==> src/rtl/spi_pkg.sv <==
// Shared SPI frame definitions: opcodes, frame geometry and master FSM states.
package spi_pkg;

   localparam logic [1:0] WR_ADDR = 2'b00;
   localparam logic [1:0] WR_DATA = 2'b01;
   localparam logic [1:0] RD_ADDR = 2'b10;
   localparam logic [1:0] RD_DATA = 2'b11;

   localparam int CMD_CYCLES = 2;
   localparam int WORD_W     = 10;
   localparam int RD_W       = 8;

   typedef enum logic [2:0] {
      S_IDLE,
      S_CMD,
      S_SHIFT,
      S_TURN,
      S_RECV,
      S_GAP
   } state_t;

endpackage

==> src/rtl/spi_master.sv <==
// SPI master sharing clk with the slave: serializes 10-bit command words on
// SS_n/MOSI and captures the 8-bit reply on MISO for read-data frames.
//
//   state   | meaning
//   --------+------------------------------------------------------------
//   S_IDLE  | SS_n high, cmd_ready high, waiting for a command handshake
//   S_CMD   | frame cycles 0-1, MOSI holds the command bit word[9]
//   S_SHIFT | frame cycles 2-11, word shifted out MSB first
//   S_TURN  | read-data turnaround, cycles 12 .. MISO_FIRST-1, MOSI low
//   S_RECV  | MISO sampled MSB first for RD_W cycles
//   S_GAP   | SS_n high for GAP cycles before returning to idle
module spi_master
   import spi_pkg::*;
#(
   parameter int MISO_FIRST = 13,
   parameter int GAP        = 1
) (
   input  logic       clk,
   input  logic       rst,
   input  logic       cmd_valid,
   output logic       cmd_ready,
   input  logic [9:0] cmd_data,
   output logic       rsp_valid,
   output logic [7:0] rsp_data,
   output logic       busy,
   output logic       SS_n,
   output logic       MOSI,
   input  logic       MISO
);

   localparam logic [4:0] CMD_LAST   = 5'(CMD_CYCLES - 1);
   localparam logic [4:0] SHIFT_LAST = 5'(CMD_CYCLES + WORD_W - 1);
   localparam logic [4:0] TURN_LAST  = 5'(MISO_FIRST - 1);
   localparam logic [4:0] RECV_LAST  = 5'(MISO_FIRST + RD_W - 1);
   localparam bit         HAS_TURN   = (MISO_FIRST > CMD_CYCLES + WORD_W);
   localparam int         GAP_W      = (GAP > 1) ? $clog2(GAP) : 1;

   state_t             r_state;
   state_t             w_state_nxt;
   logic [4:0]         r_cnt;
   logic [GAP_W-1:0]   r_gap;
   logic [9:0]         r_tx;
   logic [1:0]         r_op;
   logic [6:0]         r_rx;
   logic               r_rsp_valid;
   logic [7:0]         r_rsp_data;
   logic               w_enter_gap;

   always_comb begin
      w_state_nxt = r_state;
      SS_n        = 1'b1;
      MOSI        = 1'b0;
      unique case (r_state)
         S_IDLE: begin
            if (cmd_valid) w_state_nxt = S_CMD;
         end
         S_CMD: begin
            SS_n = 1'b0;
            MOSI = r_tx[9];
            if (r_cnt == CMD_LAST) w_state_nxt = S_SHIFT;
         end
         S_SHIFT: begin
            SS_n = 1'b0;
            MOSI = r_tx[9];
            if (r_cnt == SHIFT_LAST) begin
               if (r_op == RD_DATA) w_state_nxt = HAS_TURN ? S_TURN : S_RECV;
               else                 w_state_nxt = S_GAP;
            end
         end
         S_TURN: begin
            SS_n = 1'b0;
            if (r_cnt == TURN_LAST) w_state_nxt = S_RECV;
         end
         S_RECV: begin
            SS_n = 1'b0;
            if (r_cnt == RECV_LAST) w_state_nxt = S_GAP;
         end
         S_GAP: begin
            if (r_gap == '0) w_state_nxt = S_IDLE;
         end
         default: w_state_nxt = S_IDLE;
      endcase
   end

   assign w_enter_gap = (w_state_nxt == S_GAP) && (r_state != S_GAP);

   always_ff @(posedge clk) begin
      if (rst) begin
         r_state     <= S_IDLE;
         r_cnt       <= '0;
         r_gap       <= '0;
         r_tx        <= '0;
         r_op        <= '0;
         r_rx        <= '0;
         r_rsp_valid <= 1'b0;
         r_rsp_data  <= '0;
      end else begin
         r_state     <= w_state_nxt;
         r_rsp_valid <= 1'b0;
         unique case (r_state)
            S_IDLE: begin
               r_cnt <= '0;
               if (cmd_valid) begin
                  r_tx <= cmd_data;
                  r_op <= cmd_data[9:8];
               end
            end
            S_SHIFT: begin
               r_cnt <= r_cnt + 5'd1;
               r_tx  <= {r_tx[8:0], 1'b0};
            end
            S_RECV: begin
               r_cnt <= r_cnt + 5'd1;
               r_rx  <= {r_rx[5:0], MISO};
               // Only the completed byte is published; partial shifts stay internal.
               if (r_cnt == RECV_LAST) begin
                  r_rsp_data  <= {r_rx, MISO};
                  r_rsp_valid <= 1'b1;
               end
            end
            S_GAP: begin
               r_cnt <= '0;
            end
            default: begin
               r_cnt <= r_cnt + 5'd1;
            end
         endcase
         if (w_enter_gap)            r_gap <= GAP_W'(GAP - 1);
         else if (r_state == S_GAP)  r_gap <= r_gap - 1'b1;
      end
   end

   assign cmd_ready = (r_state == S_IDLE);
   assign busy      = (r_state != S_IDLE);
   assign rsp_valid = r_rsp_valid;
   assign rsp_data  = r_rsp_data;

endmodule

==> config.mk <==
export PLATFORM = sky130hd
export DESIGN_NAME = spi_master
export DESIGN_NICKNAME = d
export VERILOG_FILES = /design/src/rtl/spi_pkg.sv /design/src/rtl/spi_master.sv
export SDC_FILE = /design/constraint.sdc
export NUM_CORES = 1
export LEC_CHECK = 0
export ABC_CLOCK_PERIOD_IN_PS = 1780
export CORE_MARGIN = 4
export CORE_UTILIZATION = 50
export CTS_BUF_LIST = sky130_fd_sc_hd__clkbuf_8
export CTS_CLUSTER_SIZE = 8
export DETAILED_ROUTE_END_ITERATION = 12
export PLACE_DENSITY_LB_ADDON = 0.08
export SLEW_MARGIN = 10
export SYNTH_ARGS = -nofsm -noshare
export SYNTH_HDL_FRONTEND = slang
export SYNTH_SLANG_ARGS = --single-unit
==> constraint.sdc <==
create_clock -name clk -period 1.78 [get_ports clk]
set_input_delay 0.267 -clock clk [delete_from_list [all_inputs] [get_ports clk]]
set_output_delay 0.267 -clock clk [all_outputs]
set_load 0.05 [all_outputs]
* Word-level counts from Yosys, hierarchy flattened
Index checks and enable logic that the tools add are counted.
Operators by class: shift operators 0, mux-type cells 13, eq/ne operators 13, multipliers 0, bitwise gates (word level) 1, $add $sub $neg 2, reductions and logical operators 12, magnitude comparators 0, div/mod/pow operators 0
Operators with widths (number):
- $mux W3 | 7
- $pmux W10 S2 | 1
- $pmux W3 S6 | 1
- $eq A5 B4 Y1 const B | 2
- $mux W10 | 1
- $eq A3 B3 Y1 const B | 3
- $eq A3 B2 Y1 const B | 2
- $reduce_and A2 Y1 | 3
- $reduce_or A2 Y1 | 3
- $add A5 B1 Y5 const B | 1
- $eq A5 B1 Y1 const B | 1
- $eq A5 B5 Y1 const B | 1
- $reduce_or A4 Y1 | 1
- $eq A3 B1 Y1 const B | 1
- $logic_not A3 Y1 | 1
- $mux W1 | 3
- $ne A3 B3 Y1 const B | 1
- $reduce_bool A3 Y1 | 1
- $reduce_or A3 Y1 | 1
- $eq A2 B2 Y1 const B | 1
- $ne A2 B2 Y1 const B | 1
- $reduce_bool A2 Y1 | 1
- $logic_and A1 B1 Y1 | 1
- $not A1 Y1 | 1
- $sub A1 B1 Y1 const B | 1
Storage, ports and cells: RAM bits 0, memory bits (read-only) 0, memories 0, latch bits 0, register bits after elaboration 37, input bits 14, word-level logic and storage cells 49, output and inout bits 13

* Depth between registers and ports, before layout
depth after elaboration 7, mapped depth 7, mapped depth without buffers 6

* Worst setup path before layout
Ideal clock, no wire load.
path type reg2out, from register r_state[0], to output port SS_n, data required time 1.513 ns, arrival time 2.079 ns, path buffers 0, cell stages (with the launch flop) 4, slack -0.566 ns, cells stage by stage dfxtp_1 -> nor3_2 -> inv_1 -> nand2_1
On the way: word-level cells in the longest chain between the ends 3, elaborated cells on any way between the ends 6, those cells by class eq/ne: 4; mux: 1; reduce/logical: 1
RTL lines:
- start, declared | line spi_master.sv:38 | state_t r_state;
- start signal, assigned | line spi_master.sv:98 | r_state <= w_state_nxt;
- $eq A3 B3 Y1 (tied with other cells) | line spi_master.sv:53 | unique case (r_state)
- $reduce_or A4 Y1 (no source line) (*)
- $mux W1 (*) | line spi_master.sv:53
- end, declared | line spi_master.sv:26 | output logic SS_n,
Mark *: on every way between the ends. The rest lies on a longest branch, timed or not.

* Worst setup path in the final report
from register r_rsp_data[0] (netlist: rsp_data[0]), to output port rsp_data[0]
RTL lines:
- start, declared | line spi_master.sv:46 | logic [7:0] r_rsp_data;
- start signal, assigned | line spi_master.sv:117 | r_rsp_data <= {r_rx, MISO};
- end, declared | line spi_master.sv:24 | output logic [7:0] rsp_data,
No word-level cell between the ends.

==> flow_summary.ini <==
[synth]
synth_warnings = 0
synth_area_leader_cell = dfxtp_1
syn_inst = 194
yosys.area_share.simple = 0.251
synth_seq_area_share = 0.431
synthAdderAreaFrac = 0.0218
syn_avg_cell_area_sq_um = 8.86
synthXorXnorAreaFrac = 0.0306
synth_top_family_by_area = simple AND/OR/NAND/NOR gates
yosysUniqueCellTypes = 36
synth.top_cell.area_share = 0.431
ys_top_cells_by_area = dfxtp_1 (43%), nand2_1 (8.7%), a311oi_2 (7.0%)
synth_compound_area_frac = 0.160
muxShareOfSynthArea = 0.0524
netlist_area_sq_um = 1720
syn_nets = 211
synth_seq_cells = 37

[clocking]
clock_path_buffers = 2
clkSinkCount = 37
htreeDepth = 2
cts_tree = built
post_cts_buffers = 0
cts.clk_slew.worst_paths_ns = 0.07
cts_buffers = 5
root_buffer = clkbuf_8
clk_latency_ns = 0.29
cts-hold-fix-buffers = 0

[timing]
period_share = 0.961
fmax_mhz = 585
tightest_slew_ns = 0.516
setup_violations = 0
final_hold_viol_count = 0
totalNegativeSetupSlack_ns = 0
maxSlewViolCount = 0
fin_crit_ns = 1.71
slew_headroom = 0.655
skew_ns = 0.00458
rsz0062_at_grt = no

[worst_setup_path]
path_delay_family = buffers and inverters
reg2reg_depth = 7
path_class = flip-flop to primary output
timing.rr.start = r_cnt[1]
slowest_stage = clkdlybuf4s50_1
r2r_end = r_gap
crit_chain = clkdlybuf4s50_1
crit_buf_inv = 1
endpoint_kind = primary output
cp.required_ns = 1.51
slowest_delay_ns = 0.82
cp.arrival_ns = 1.44
r2r_setup_slack_ns = 0.16
start_kind = flip-flop
cp_max_fo = 2

[finish]
syn_to_final_growth_pct = 27.8
antenna-diode-count = 0
layout_common_cells = nand2_1 (39), dfxtp_1 (34), nor2_1 (24)
drive_above_1_share = 0.165
final_nets = 240
final_common_cell = nand2_1

[power_and_ir_drop]
ir_drop_mv = 0.467
p_switching_uw = 444
swShare = 0.237
total_power_uw = 1870
p_leak_uw = 0.000810
seq_power_share = 0.473
pwr-share-comb = 0.135
cellInternalPower_uw = 1430
p_per_area_nw_per_um2 = 853
pwr-share-clk = 0.392

[status]
status = completed

[detailed_routing]
routedWlPerCell_microns = 13.4
drtIter0Drc = 117
finalWirelength_microns = 3610
ant_nets = 0
firstDrtPassIters = 4
vias = 1415
drc = 0
vias_per_cell = 5.24

[floorplanning]
core-area_sq_um = 3340
rows = 21
die_h_microns = 66.6
ioPinCount = 27
dieArea_sq_um = 4440
fp.dieW_microns = 66.6
start_util = 0.515

[global_route]
first_global_vias = 1367
gr-total-overflow = 0
grt_max_degree = 31
use_met1 = 0.211
grtUsageMet2 = 0.317
grtUsageMet3 = 0.0556
antenna_found_initial = 0
grt_usage = 0.184
grt_pass1_wl_microns = 6110
busiest_layer = met2

[worst_hold_path]
hold_end = r_op[1]
hold_class = flip-flop to flip-flop
min_from = r_op[1]
whs_path_depth = 2

[run]
drv_cap = 0

[placement]
io_buffers = 26
gp_congestion = 0.867
dp_hpwl_microns = 2550
worst max path at each step:
stage / cells past startpoint / endpoint / start / slack, ns
global route: 1 / rsp_data[4] / rsp_data[4] / 0.01
global placement: 4 / rsp_data[0] / r_state[2] / 0.14
finish: 1 / rsp_data[0] / rsp_data[0] / 0.07
floorplan: 3 / SS_n / r_state[1] / -0.12
detailed placement: 4 / rsp_data[0] / r_state[2] / 0.05
CTS: 4 / rsp_data[0] / r_state[2] / 0.01
state kept, by name (all words and copies together) (netlist names):
register / cells
r_tx: 10
r_cnt: 5
r_gap: 1
rsp_valid: 1
r_rx: 7
r_state: 3
rsp_data: 8
r_op: 2
synth_stat cells:
library cell and number:
a21oi_1 12, a31oi_1 3, nand3_1 5, a311oi_2 8
inv_1 5, xor2_1 5, nor2b_1 5, nor3_1 1
and4bb_2 1, nor3_2 1, dfxtp_1 37, a2bb2oi_1 1
and2b_1 1, and4b_1 2, buf_2 2, a211oi_1 2
o21ai_1 1, clkbuf_1 3, xnor2_1 1, o21bai_1 1
and3_1 1, nand2_1 40, nand2b_1 2, nand3b_1 1
nor4b_1 1, ha_1 3, mux2i_1 9, buf_4 4
and2_1 4, a22oi_1 1, o211ai_2 1, nor2_1 24
buf_6 2, o21ai_0 2, o311ai_1 1, nor3b_4 1
stage by stage:
step           setup slack (ns)  hold slack (ns)  area [sq um]  utilization  instances
2_1_floorplan            -0.122            0.403          1730            -        194
3_3_place_gp              0.139            0.446          2060        0.618        262
3_5_place_dp             0.0530            0.454          2060        0.618        262
4_1_cts                  0.0144            0.464          2180        0.654        270
5_1_grt                  0.0146            0.486          2200        0.658        270
6_report                 0.0701            0.461          2200        0.658        270
what timing repair did:
item / CTS / global route
pin swaps: 0 / 1
gates resized for setup: 1 / 5
setup endpoints to repair: 1 / 13
per-layer routing:
layer,share of wire,up-vias
met2,0.51,26
li1,-,714
met1,0.43,668
met4,0.017,0
met3,0.039,7
met5,0,-
area by class of cell:
type,count,area (sq um)
fill,294,1140
timing repair buffer,33,353
clock buffer,6,82.6
clock inverter,2,33.8
sequential,37,744
inverter,5,18.8
tap,46,57.6
multi-input combinational,141,906
logic make-up (layout without fill, tap and decap cells):
kind of cell	after synthesis	in the layout
AND/OR/NAND/NOR	90	90
flip-flops	37	37
AO/OA/AOI/OAI	33	33
buffers and inverters	16	46
multiplexers	9	9
XOR/XNOR	6	6
adder cells (fa/ha/maj)	3	3
power groups by stage:
stage / Combinational (uW) / Sequential (uW) / Clock, uW
2_1_floorplan: 159 / 891 / 0
3_3_place_gp: 240 / 902 / 0
3_5_place_dp: 246 / 903 / 0
4_1_cts: 249 / 885 / 763
5_1_grt: 272 / 888 / 798
6_report: 253 / 886 / 735
Power figures use the tool's default switching activity.
